## src/rtl/pipe_ctrl.sv

```systemverilog
// Y86-64 pipeline control: per-stage stall/bubble generation, CC write gating,
// run/halt state machine and architectural performance counters.
module pipe_ctrl #(
    parameter int CNT_W = 64
) (
    input  logic             clk,
    input  logic             rst_n,
    input  logic [3:0]       D_icode,
    input  logic [3:0]       E_icode,
    input  logic [3:0]       M_icode,
    input  logic [3:0]       d_srcA,
    input  logic [3:0]       d_srcB,
    input  logic [3:0]       E_dstM,
    input  logic             e_Cnd,
    input  logic [2:0]       m_stat,
    input  logic [2:0]       W_stat,
    input  logic [3:0]       W_icode,
    output logic             F_stall,
    output logic             D_stall,
    output logic             W_stall,
    output logic             D_bubble,
    output logic             E_bubble,
    output logic             M_bubble,
    output logic             set_cc,
    output logic             halted,
    output logic [2:0]       final_stat,
    output logic [CNT_W-1:0] cycle_cnt,
    output logic [CNT_W-1:0] retire_cnt,
    output logic [CNT_W-1:0] bubble_cnt
);

    localparam logic [3:0] I_NOP    = 4'h1;
    localparam logic [3:0] I_MRMOVQ = 4'h5;
    localparam logic [3:0] I_OPQ    = 4'h6;
    localparam logic [3:0] I_JXX    = 4'h7;
    localparam logic [3:0] I_RET    = 4'h9;
    localparam logic [3:0] I_POPQ   = 4'hB;
    localparam logic [3:0] R_NONE   = 4'hF;

    localparam logic [2:0] S_AOK = 3'd1;
    localparam logic [2:0] S_HLT = 3'd2;
    localparam logic [2:0] S_ADR = 3'd3;
    localparam logic [2:0] S_INS = 3'd4;

    typedef enum logic {
        ST_RUN    = 1'b0,
        ST_HALTED = 1'b1
    } state_t;

    function automatic logic is_exc(input logic [2:0] s);
        return (s == S_HLT) || (s == S_ADR) || (s == S_INS);
    endfunction

    state_t           state_q;
    logic             halted_q;
    logic [2:0]       final_stat_q;
    logic [CNT_W-1:0] cycle_q, cycle_d;
    logic [CNT_W-1:0] retire_q, retire_d;
    logic [CNT_W-1:0] bubble_q, bubble_d;

    logic loaduse, retpend, mispred, m_exc, w_exc;
    logic run_F_stall, run_D_stall, run_W_stall;
    logic run_D_bubble, run_E_bubble, run_M_bubble, run_set_cc;
    logic frozen;
    logic [1:0] bub_inc;

    always_comb begin
        loaduse = ((E_icode == I_MRMOVQ) || (E_icode == I_POPQ)) &&
                  (E_dstM != R_NONE) &&
                  ((E_dstM == d_srcA) || (E_dstM == d_srcB));
        retpend = (D_icode == I_RET) || (E_icode == I_RET) || (M_icode == I_RET);
        mispred = (E_icode == I_JXX) && !e_Cnd;
        m_exc   = is_exc(m_stat);
        w_exc   = is_exc(W_stat);

        run_F_stall  = loaduse | retpend;
        run_D_stall  = loaduse;
        // Load/use wins over the RET bubble so D is never both held and flushed.
        run_D_bubble = mispred | (retpend & ~loaduse);
        run_E_bubble = mispred | loaduse;
        run_M_bubble = m_exc | w_exc;
        run_W_stall  = w_exc;
        run_set_cc   = (E_icode == I_OPQ) & ~m_exc & ~w_exc;
    end

    // The frozen output set applies only once reset is released.
    assign frozen = (state_q == ST_HALTED) && rst_n;

    always_comb begin
        if (frozen) begin
            F_stall  = 1'b1;
            D_stall  = 1'b1;
            W_stall  = 1'b1;
            D_bubble = 1'b0;
            E_bubble = 1'b0;
            M_bubble = 1'b0;
            set_cc   = 1'b0;
        end else begin
            F_stall  = run_F_stall;
            D_stall  = run_D_stall;
            W_stall  = run_W_stall;
            D_bubble = run_D_bubble;
            E_bubble = run_E_bubble;
            M_bubble = run_M_bubble;
            set_cc   = run_set_cc;
        end
    end

    always_comb begin
        bub_inc  = {1'b0, run_D_bubble} + {1'b0, run_E_bubble} + {1'b0, run_M_bubble};
        cycle_d  = cycle_q + CNT_W'(1);
        retire_d = ((W_stat == S_AOK) && (W_icode != I_NOP)) ? retire_q + CNT_W'(1) : retire_q;
        bubble_d = bubble_q + CNT_W'(bub_inc);
    end

    always_ff @(posedge clk) begin
        if (!rst_n) begin
            state_q      <= ST_RUN;
            halted_q     <= 1'b0;
            final_stat_q <= S_AOK;
            cycle_q      <= '0;
            retire_q     <= '0;
            bubble_q     <= '0;
        end else begin
            case (state_q)
                ST_RUN: begin
                    // Counters still advance on the edge that enters HALTED.
                    cycle_q  <= cycle_d;
                    retire_q <= retire_d;
                    bubble_q <= bubble_d;
                    if (w_exc) begin
                        state_q      <= ST_HALTED;
                        halted_q     <= 1'b1;
                        final_stat_q <= W_stat;
                    end
                end
                ST_HALTED: begin
                    state_q <= ST_HALTED;
                end
                default: begin
                    state_q <= ST_RUN;
                end
            endcase
        end
    end

    assign halted     = halted_q;
    assign final_stat = final_stat_q;
    assign cycle_cnt  = cycle_q;
    assign retire_cnt = retire_q;
    assign bubble_cnt = bubble_q;

endmodule

```

## config.mk

```make
export PLATFORM = sky130hd
export DESIGN_NAME = pipe_ctrl
export DESIGN_NICKNAME = d
export VERILOG_FILES = /design/src/rtl/pipe_ctrl.sv
export SDC_FILE = /design/constraint.sdc
export NUM_CORES = 1
export LEC_CHECK = 0
export CAP_MARGIN = 20
export CORE_MARGIN = 2
export CORE_UTILIZATION = 54
export DETAILED_ROUTE_END_ITERATION = 12
export HOLD_SLACK_MARGIN = 0.15
export MAX_ROUTING_LAYER = met4
export PLACE_DENSITY = 0.95
export SLEW_MARGIN = 40
export SYNTH_ARGS = -nofsm -noshare
export SYNTH_HDL_FRONTEND = slang
export SYNTH_SLANG_ARGS = --single-unit
export TNS_END_PERCENT = 5
```

## constraint.sdc

```tcl
create_clock -name clk -period 6.7 [get_ports clk]
set_clock_uncertainty 0.05 [all_clocks]
set_input_delay 1.34 -clock clk [delete_from_list [all_inputs] [get_ports clk]]
set_output_delay 1.34 -clock clk [all_outputs]
set_load 0.005 [all_outputs]
```

# Word-level counts from Yosys, hierarchy flattened
# Index checks and enable logic that the tools add are counted.
# Widths: inputs -> output; s select.
op_classes:
  addsub: 5
  eq_ne: 18
  muxes: 9
  bitwise: 11
  n_reduce_logical: 16
ops:
  columns: ["op", "n"]
  rows:
  - ["$add 64x1->64 const B", 2]
  - ["$add 64x2->64", 1]
  - ["$eq 4x4->1 const B", 4]
  - ["$eq 3x2->1 const B", 4]
  - ["$eq 4x3->1 const B", 3]
  - ["$eq 4x4->1", 2]
  - ["$logic_or 1x1->1", 8]
  - ["$mux 1", 8]
  - ["$eq 3x3->1 const B", 2]
  - ["$logic_and 1x1->1", 5]
  - ["$ne 4x1->1 const B", 1]
  - ["$ne 4x4->1 const B", 1]
  - ["$not 1->1", 4]
  - ["$or 1x1->1", 4]
  - ["$reduce_and 2->1", 2]
  - ["$and 1x1->1", 3]
  - ["$eq 3x1->1 const B", 1]
  - ["$add 1x1->2", 1]
  - ["$add 2x1->2", 1]
  - ["$pmux 1 s2", 1]
  - ["$logic_not 1->1", 1]
word_totals:
  reg_bits: 197
  output_inout_bits: 203
  elab_cells: 65

# Longest topological paths before layout
logic_depth:
  ltp_word: 10
  ltp_mapped: 14
  mapped_depth_nobuf: 13

# Worst setup path after synthesis
# Ideal clock, no wire load.
synth_timing:
  path_type: "input to register"
  startpoint: "in E_dstM[3]"
  endpoint: "reg bubble_q[40] (netlist: bubble_cnt[40])"
  t_arrival_ns: 4.400
  t_required_ns: 6.580
  path_slack_ns: 2.179
  path_stages: 14
  n_path_buf: 1
  path_cell_list: "xor2_1 -> nor4_1 -> o2111ai_1 -> a21oi_1 -> fa_1 -> inv_1 -> ha_1 -> fa_1 -> nand2_1 -> nor4_4 -> nand4_1 -> clkbuf_1 -> or3_1 -> a21oi_1"
synth_via:
  elab_chain_len: 9
synth_lines:
  columns: ["element", "line", "source"]
  rows:
  - ["start: declaration", "13", "input logic [3:0] E_dstM,"]
  - ["$ne 4x4->1 / $eq 4x4->1 (equally long branches)", "69, 70", null]
  - ["$logic_and 1x1->1 / $logic_or 1x1->1 (equally long branches)", "68, 70", null]
  - ["$logic_and 1x1->1 (*)", "69", "(E_dstM != R_NONE) &&"]
  - ["$not 1->1", "79", "run_D_bubble = mispred | (retpend & ~loaduse);"]
  - ["$and 1x1->1", "79", null]
  - ["$or 1x1->1", "79", null]
  - ["$add 1x1->2 (*)", "110", "bub_inc = {1'b0, run_D_bubble} + {1'b0, run_E_bubble} + {1'b0, run_M_bubble};"]
  - ["$add 2x1->2 (*)", "110", null]
  - ["$add 64x2->64 (*)", "113", "bubble_d = bubble_q + CNT_W'(bub_inc);"]
  - ["end signal: assignment", "130", "bubble_q <= bubble_d;"]
  - ["end: declaration", "59", "logic [CNT_W-1:0] bubble_q, bubble_d;"]
# Mark *: on every way between the ends. The rest lies on a longest branch, timed or not.
# A chain may end at the register's enable or synchronous reset.

# Worst setup path after layout
layout_timing:
  startpoint: "in E_dstM[3]"
  endpoint: "reg bubble_q[58] (netlist: bubble_cnt[58])"
# Same word-level chain as after synthesis.

==> flow_metrics.py <==
metrics = {
    "outcome": {
        "outcome": "finished, final reports clean",
    },
    "worst_setup_path": {
        "critPathBufInv": 2,
        "reg2regPathDepth": 10,
        "slowest_delay_ps": 640,
        "cp_slowest_cell": "or4_1",
        "critical_path_class": "in2reg",
        "r2r-start": "bubble_cnt[0]",
        "r2r_slack_ps": 3170,
        "path_delay_family": "simple AND/OR/NAND/NOR gates",
        "critPathLaunchType": "primary input",
        "cp_max_fo": 16,
        "worstPathRequired_ps": 7010,
        "critical_path.endpoint_type": "register",
        "reg2reg_to": "bubble_cnt[58]",
        "crit_arrival_ps": 6020,
        "cp_cell_sequence": "clkdlybuf4s50_1, xor2_1, nor4_1, o2111ai_1, a21oi_1, fa_1, inv_1, ha_1, fa_1, nand2_1, nor4_4, nand4_1, or4_1, a21oi_1",
    },
    "floorplan": {
        "die_height_um": 138,
        "design.die.area_sq_um": 19000,
        "die_w_um": 138,
        "start_util": 0.555,
        "rows": 48,
        "core_area_sq_um": 17400,
        "io_pins": 240,
    },
    "cts": {
        "post_cts_buffers": 0,
        "clkSinkCount": 197,
        "cts.reportedPaths.clkPinSlew_ps": 70,
        "tritoncts": "done",
        "cts_max_level": 4,
        "cts_root_buffer": "clkbuf_16",
        "ctsResizeCount": 0,
        "numCtsBuffers": 17,
        "clk_latency_ps": 430,
        "holdBufCountCts": 0,
        "clockBufferDepth": 2,
    },
    "pwr": {
        "ir_drop_mv": 0.179,
        "intPower_mw": 1.84,
        "p_sw_mw": 0.546,
        "comb_power_share": 0.055,
        "p_leak_nw": 3.92,
        "power.density_nw_per_um2": 186,
        "clock_power_share": 0.447,
        "seq_power_share": 0.498,
        "swShare": 0.229,
    },
    "yosys": {
        "yosys_register_bits": 197,
        "synth_top_area_share": 0.408,
        "ys_async_sr_fraction": 0,
        "synth_nets": 1214,
        "synthDistinctLibCells": 50,
        "ys.flop_type": "dfxtp_1",
        "synth.area.top_cells": "dfxtp_1, a21oi_1, xor2_1, nor2_1, nand4_1",
        "synth_cells": 1171,
        "yosys_warnings": 0,
        "syn_area_sq_um": 9670,
        "yosys.area.top_type": "dfxtp_1",
        "synth-edff-count": 0,
        "ys_seq_area_frac": 0.408,
        "syn-mean-instance-area_sq_um": 8.26,
    },
    "detailed_routing": {
        "drt_iter0_drc": 984,
        "wire_per_inst_um": 17.8,
        "vias": 10200,
        "drt-vias-per-instance": 6.31,
        "dr.pass1.iters": 6,
        "ant_nets": 0,
        "routed_wl_um": 28900,
        "drcViolationCount": 0,
    },
    "min_path": {
        "hp-start": "final_stat[2]",
        "min_to": "final_stat[2]",
        "hp-class": "reg2reg",
        "min_path_cells": 2,
    },
    "timing": {
        "slew_viol_final": 0,
        "period_share": 0.853,
        "fin_tns_setup_ps": 0,
        "finalSetupViolCount": 0,
        "worstMarginPinSlew_ps": 818,
        "period_needed_ps": 5720,
        "max-slew-margin-rel": 0.453,
        "rsz0062_at_grt": "false",
        "fmax_mhz": 175,
        "hold_viol": 0,
        "hold-worst-slack_ps": 434,
    },
    "layout": {
        "fin_area_sq_um": 12800,
        "nNetsFinal": 1427,
        "layout_commonest_cell": "clkdlybuf4s50_1",
        "drive_above_1_share": 0.0379,
        "final_cells": 1622,
        "mostFrequentLayoutCells": "clkdlybuf4s50_1, dfxtp_1, nor2_1",
        "n_fill_cell": 1258,
        "n_antenna_cell": 0,
        "area_growth_pct": 32.4,
    },
    "global_route": {
        "antenna_found_initial": 0,
        "grt_max_degree": 127,
        "grt_pass1_vias": 9323,
        "grt_usage": 0.303,
        "grt.overflow.total": 0,
        "grt_pass1_wl_um": 45200,
    },
    "place": {
        "post-dp-hpwl_um": 20300,
        "placed_cell_area_sq_um": 12200,
        "dp.cells": 1590,
        "port-buffer-count": 239,
        "gp_congestion": 0.911,
    },
    "run": {
        "max-cap-violations": 0,
    },
}
final cells by class:
type                       count  area [sq um]  share of cell area
clock buffer                  19           433              0.0338
clock inverter                13           171              0.0134
inverter                      23          93.8             0.00733
multi-input combinational    901          5450               0.426
sequential                   197          3940               0.308
tap                          225           282              0.0220
timing repair buffer         244          2430               0.190
power groups by stage:
| stage | Clock (mW) | Sequential, mW | Combinational (mW) |
|---|---|---|---|
| after global routing | 1.12 | 1.19 | 0.142 |
| after CTS | 1.07 | 1.19 | 0.130 |
| after floorplan | 0 | 1.21 | 0.0597 |
| after global placement | 0 | 1.21 | 0.122 |
| after detailed placement | 0 | 1.21 | 0.128 |
| final | 1.07 | 1.19 | 0.130 |
sequential cells by signal, summed over array words and instances (netlist names):
signal / flops
state_q: 1
retire_cnt: 64
final_stat: 3
cycle_cnt: 64
bubble_cnt: 64
halted: 1
layer usage:
metal / vias to the layer above / routed length, um / track usage
met4: 0 / 873 / 0.126
met1: 4877 / 11500 / 0.371
met5: - / 0 / -
met3: 80 / 2450 / 0.0545
li1: 4755 / - / -
met2: 529 / 14100 / 0.495
worst max-delay path by stage:
stage | end | from | cells past startpoint
6_report | bubble_cnt[58] | E_dstM[3] | 14
5_1_grt | bubble_cnt[58] | E_dstM[3] | 14
4_1_cts | bubble_cnt[58] | E_dstM[3] | 14
3_5_place_dp | bubble_cnt[58] | E_dstM[3] | 14
3_3_place_gp | bubble_cnt[58] | E_dstM[3] | 14
2_1_floorplan | bubble_cnt[40] | E_dstM[3] | 14
cells by family after synthesis:
group / Yosys count / share of synthesized area
adder cells (fa/ha/maj): 6 / 0.00932
AO/OA/AOI/OAI: 220 / 0.130
AND/OR/NAND/NOR: 576 / 0.332
XOR/XNOR: 93 / 0.0842
buffers and inverters: 73 / 0.0304
flip-flops: 197 / 0.408
multiplexers: 6 / 0.00621
synthesized netlist by cell type, types with 4 or more instances:
library cell	n
ha_1	4
buf_2	4
or4_1	44
xor2_1	60
nand2b_1	4
inv_1	22
or3_1	57
and3_1	21
nor3_1	21
nand2_1	84
o31ai_1	41
and4_1	14
nand3b_1	4
a21oi_1	106
nor4bb_1	4
clkbuf_1	42
nand3_1	70
nand4_1	71
o21a_1	8
nor2_1	119
dfxtp_1	197
nand4b_1	8
and2_1	10
nor4_1	24
xnor2_1	33
o21ai_0	52
mux2i_1	6
worst register-to-register path: stages, from the launching register on:
cell	delay [ps]
dfxtp_1	350
inv_1	60
fa_1	460
inv_1	70
ha_1	220
fa_1	290
nand2_1	120
nor4_4	490
nand4_1	550
or4_1	640
a21oi_1	160
metrics by stage:
stage           util  power, mW  worst slack, ps
3_3_place_gp   0.699       1.34              776
4_1_cts        0.734       2.39              996
6_report       0.735       2.38              982
2_1_floorplan      -       1.27             2180
3_5_place_dp   0.700       1.34              627
5_1_grt        0.735       2.45              666
(Power assumes the default switching activity.)
==> edit, RTL diff (same flow settings) <==
Set the parameter `CNT_W` to 68 (it was 64).
--- a/src/rtl/pipe_ctrl.sv
+++ b/src/rtl/pipe_ctrl.sv
@@ -2,5 +2,5 @@
 // run/halt state machine and architectural performance counters.
 module pipe_ctrl #(
-    parameter int CNT_W = 64
+    parameter int CNT_W = 68
 ) (
     input  logic             clk,
Ports: changed (resized bubble_cnt, cycle_cnt and retire_cnt); port bits go from 240 to 252. No check against the original RTL was run, so the function may have changed too.
==> edit against the unedited design <==
Non-clock buffer count is 12 higher; setup slack gained 180 ps; worst hold slack worse by 4.2 ps; via count is 5.8% higher; power is 12% higher; sequential share of layout area shrank 0.34 points; synthesized area rose by 6.1%; routed wire length grew 7.3%; sequential cell count rose by 12; synthesized cell count increased by 6.3%; cell area grew 7.3%; critical endpoint is now bubble_cnt[60]$_SDFFE_PN0N_; largest power group is now clock.
==> edit: results (changes against the unedited design) <==
status finished clean; Post-Route WL 31100 microns (+7.3%); crit-path max cell delay 540 ps (-100 ps); maximum fanout along the worst path 30 (+14); Overall Global Routing Usage 0.303 (about the same); Mapped Nets 1288 (+6.1%); worst setup path startpoint E_dstM[0]; met3 wire len 2270 microns (-7.3%); clock buffer depth 3 (+1); # H-tree levels 1 (-3); core area 0.0187 sq mm (+7.4%); CTS buffer count 23 (+6); CP arrival 5920 ps (-100 ps); Final Wtd Congestion 0.938 (+3.0%); Switching Share 0.219 (-0.00941); via count 10830 (+5.8%); first-pass GRT wire length 49800 microns (+10%); First DRT Iteration DRCs 914 (-7.1%); sequential share of the synthesized area 0.408 (about the same); Fill cells 1276 (+1.4%); met2 Use GR 0.494 (-0.00143); nets 1525 (+6.9%); met1 Usage GRT 0.369 (-0.00188); Critical-path top delay cell or3_4; IO Port Bufs 251 (+5.0%); layout cells sized above 1 0.0448 (+0.00682); flop-to-flop setup slack 3320 ps (+150 ps); top cells by count, synth dfxtp_1, nor2_1, a21oi_1; met2 routed WL 14900 microns (+5.8%); GR Layer Usage met3 0.0530 (-0.00146); count of cell types in the netlist 51 (+2.0%); hpwl dp 21500 microns (+5.9%); clk_lat worst skew 510 ps (+80 ps); Critical Path End bubble_cnt[60]$_SDFFE_PN0N_; Pleak 4.30 nW (+9.7%); met1 wire length 12500 microns (+8.6%); VDD IR max 154 uV (-14%); placed inst area 0.0130 sq mm (+6.3%); largest net degree at the start of global routing 147 (+16%); main area contributors after synthesis dfxtp_1, a21oi_1, nand4_1; area share of the largest cell type after synthesis 0.408 (about the same)
[edit: cell count changes after synthesis, moves of 4 or more]
cell      change
nand2b_1      +6
nand4_1      +17
a21oi_1       +9
dfxtp_1      +12
or3_1        +13
or4_1         -6
nand2_1      +15
o31ai_1       -9
and3_1        +9
o21a_1        -5
nand3_1       -9
mux2i_1       +4
and2_1        +6
o21ai_0      +19
[edit: layout make-up]
class / instances / area (sq um) / area share
inverter: 24 / 97.6 / 0.00710
tap: 234 / 293 / 0.0213
sequential: 209 / 4190 / 0.305
clock inverter: 5 / 78.8 / 0.00574
timing repair buffer: 256 / 2550 / 0.186
multi-input combinational: 968 / 5870 / 0.427
clock buffer: 35 / 671 / 0.0488
[edit: logic make-up (layout without fill, tap and decap cells)]
family,Yosys count,count (layout),share of synthesized area
simple gates,627,627,0.343
compound gates,231,231,0.125
flops,209,209,0.408
xor+xnor,94,94,0.0802
buf+inv,68,320,0.0258
mux,10,10,0.00976
fa+ha+maj,6,6,0.00878
[edit: power by group through the flow]
stage	Sequential, mW	Combinational, mW	Clock [mW]
floorplan	1.29	0.0606	0
global placement	1.29	0.121	0
detailed placement	1.29	0.125	0
CTS	1.26	0.127	1.28
global route	1.26	0.140	1.32
finish	1.26	0.128	1.27
[edit: worst min-delay path by stage]
stage                               start                    endpoint  slack, ps  depth (start not counted)
2_1_floorplan  final_stat[2]$_SDFFE_PN0P_  final_stat[2]$_SDFFE_PN0P_        410                          2
3_3_place_gp          halted$_SDFFE_PN0P_         halted$_SDFFE_PN0P_        400                          2
3_5_place_dp   final_stat[0]$_SDFFE_PN1P_  final_stat[0]$_SDFFE_PN1P_        410                          2
4_1_cts        final_stat[2]$_SDFFE_PN0P_  final_stat[2]$_SDFFE_PN0P_        430                          2
5_1_grt        retire_cnt[1]$_SDFFE_PN0P_  retire_cnt[1]$_SDFFE_PN0P_        470                          2
6_report       final_stat[2]$_SDFFE_PN0P_  final_stat[2]$_SDFFE_PN0P_        430                          2
[edit: through the flow]
stage / power, mW / worst slack [ps] / hold slack, ps / std cells
2_1_floorplan: 1.35 / 1830 / 413 / 1245
3_3_place_gp: 1.41 / 875 / 402 / 1691
3_5_place_dp: 1.41 / 725 / 413 / 1691
4_1_cts: 2.67 / 1220 / 431 / 1731
5_1_grt: 2.73 / 1010 / 465 / 1731
6_report: 2.66 / 1160 / 430 / 1731
[edit: worst register-to-register path, stage by stage, from the launching register on]
cell	delay, ps
dfxtp_1	350
inv_1	70
fa_1	480
inv_1	100
ha_1	200
fa_1	240
nand4_1	150
or4_4	460
or3_4	540
or4b_1	550
a21oi_1	150
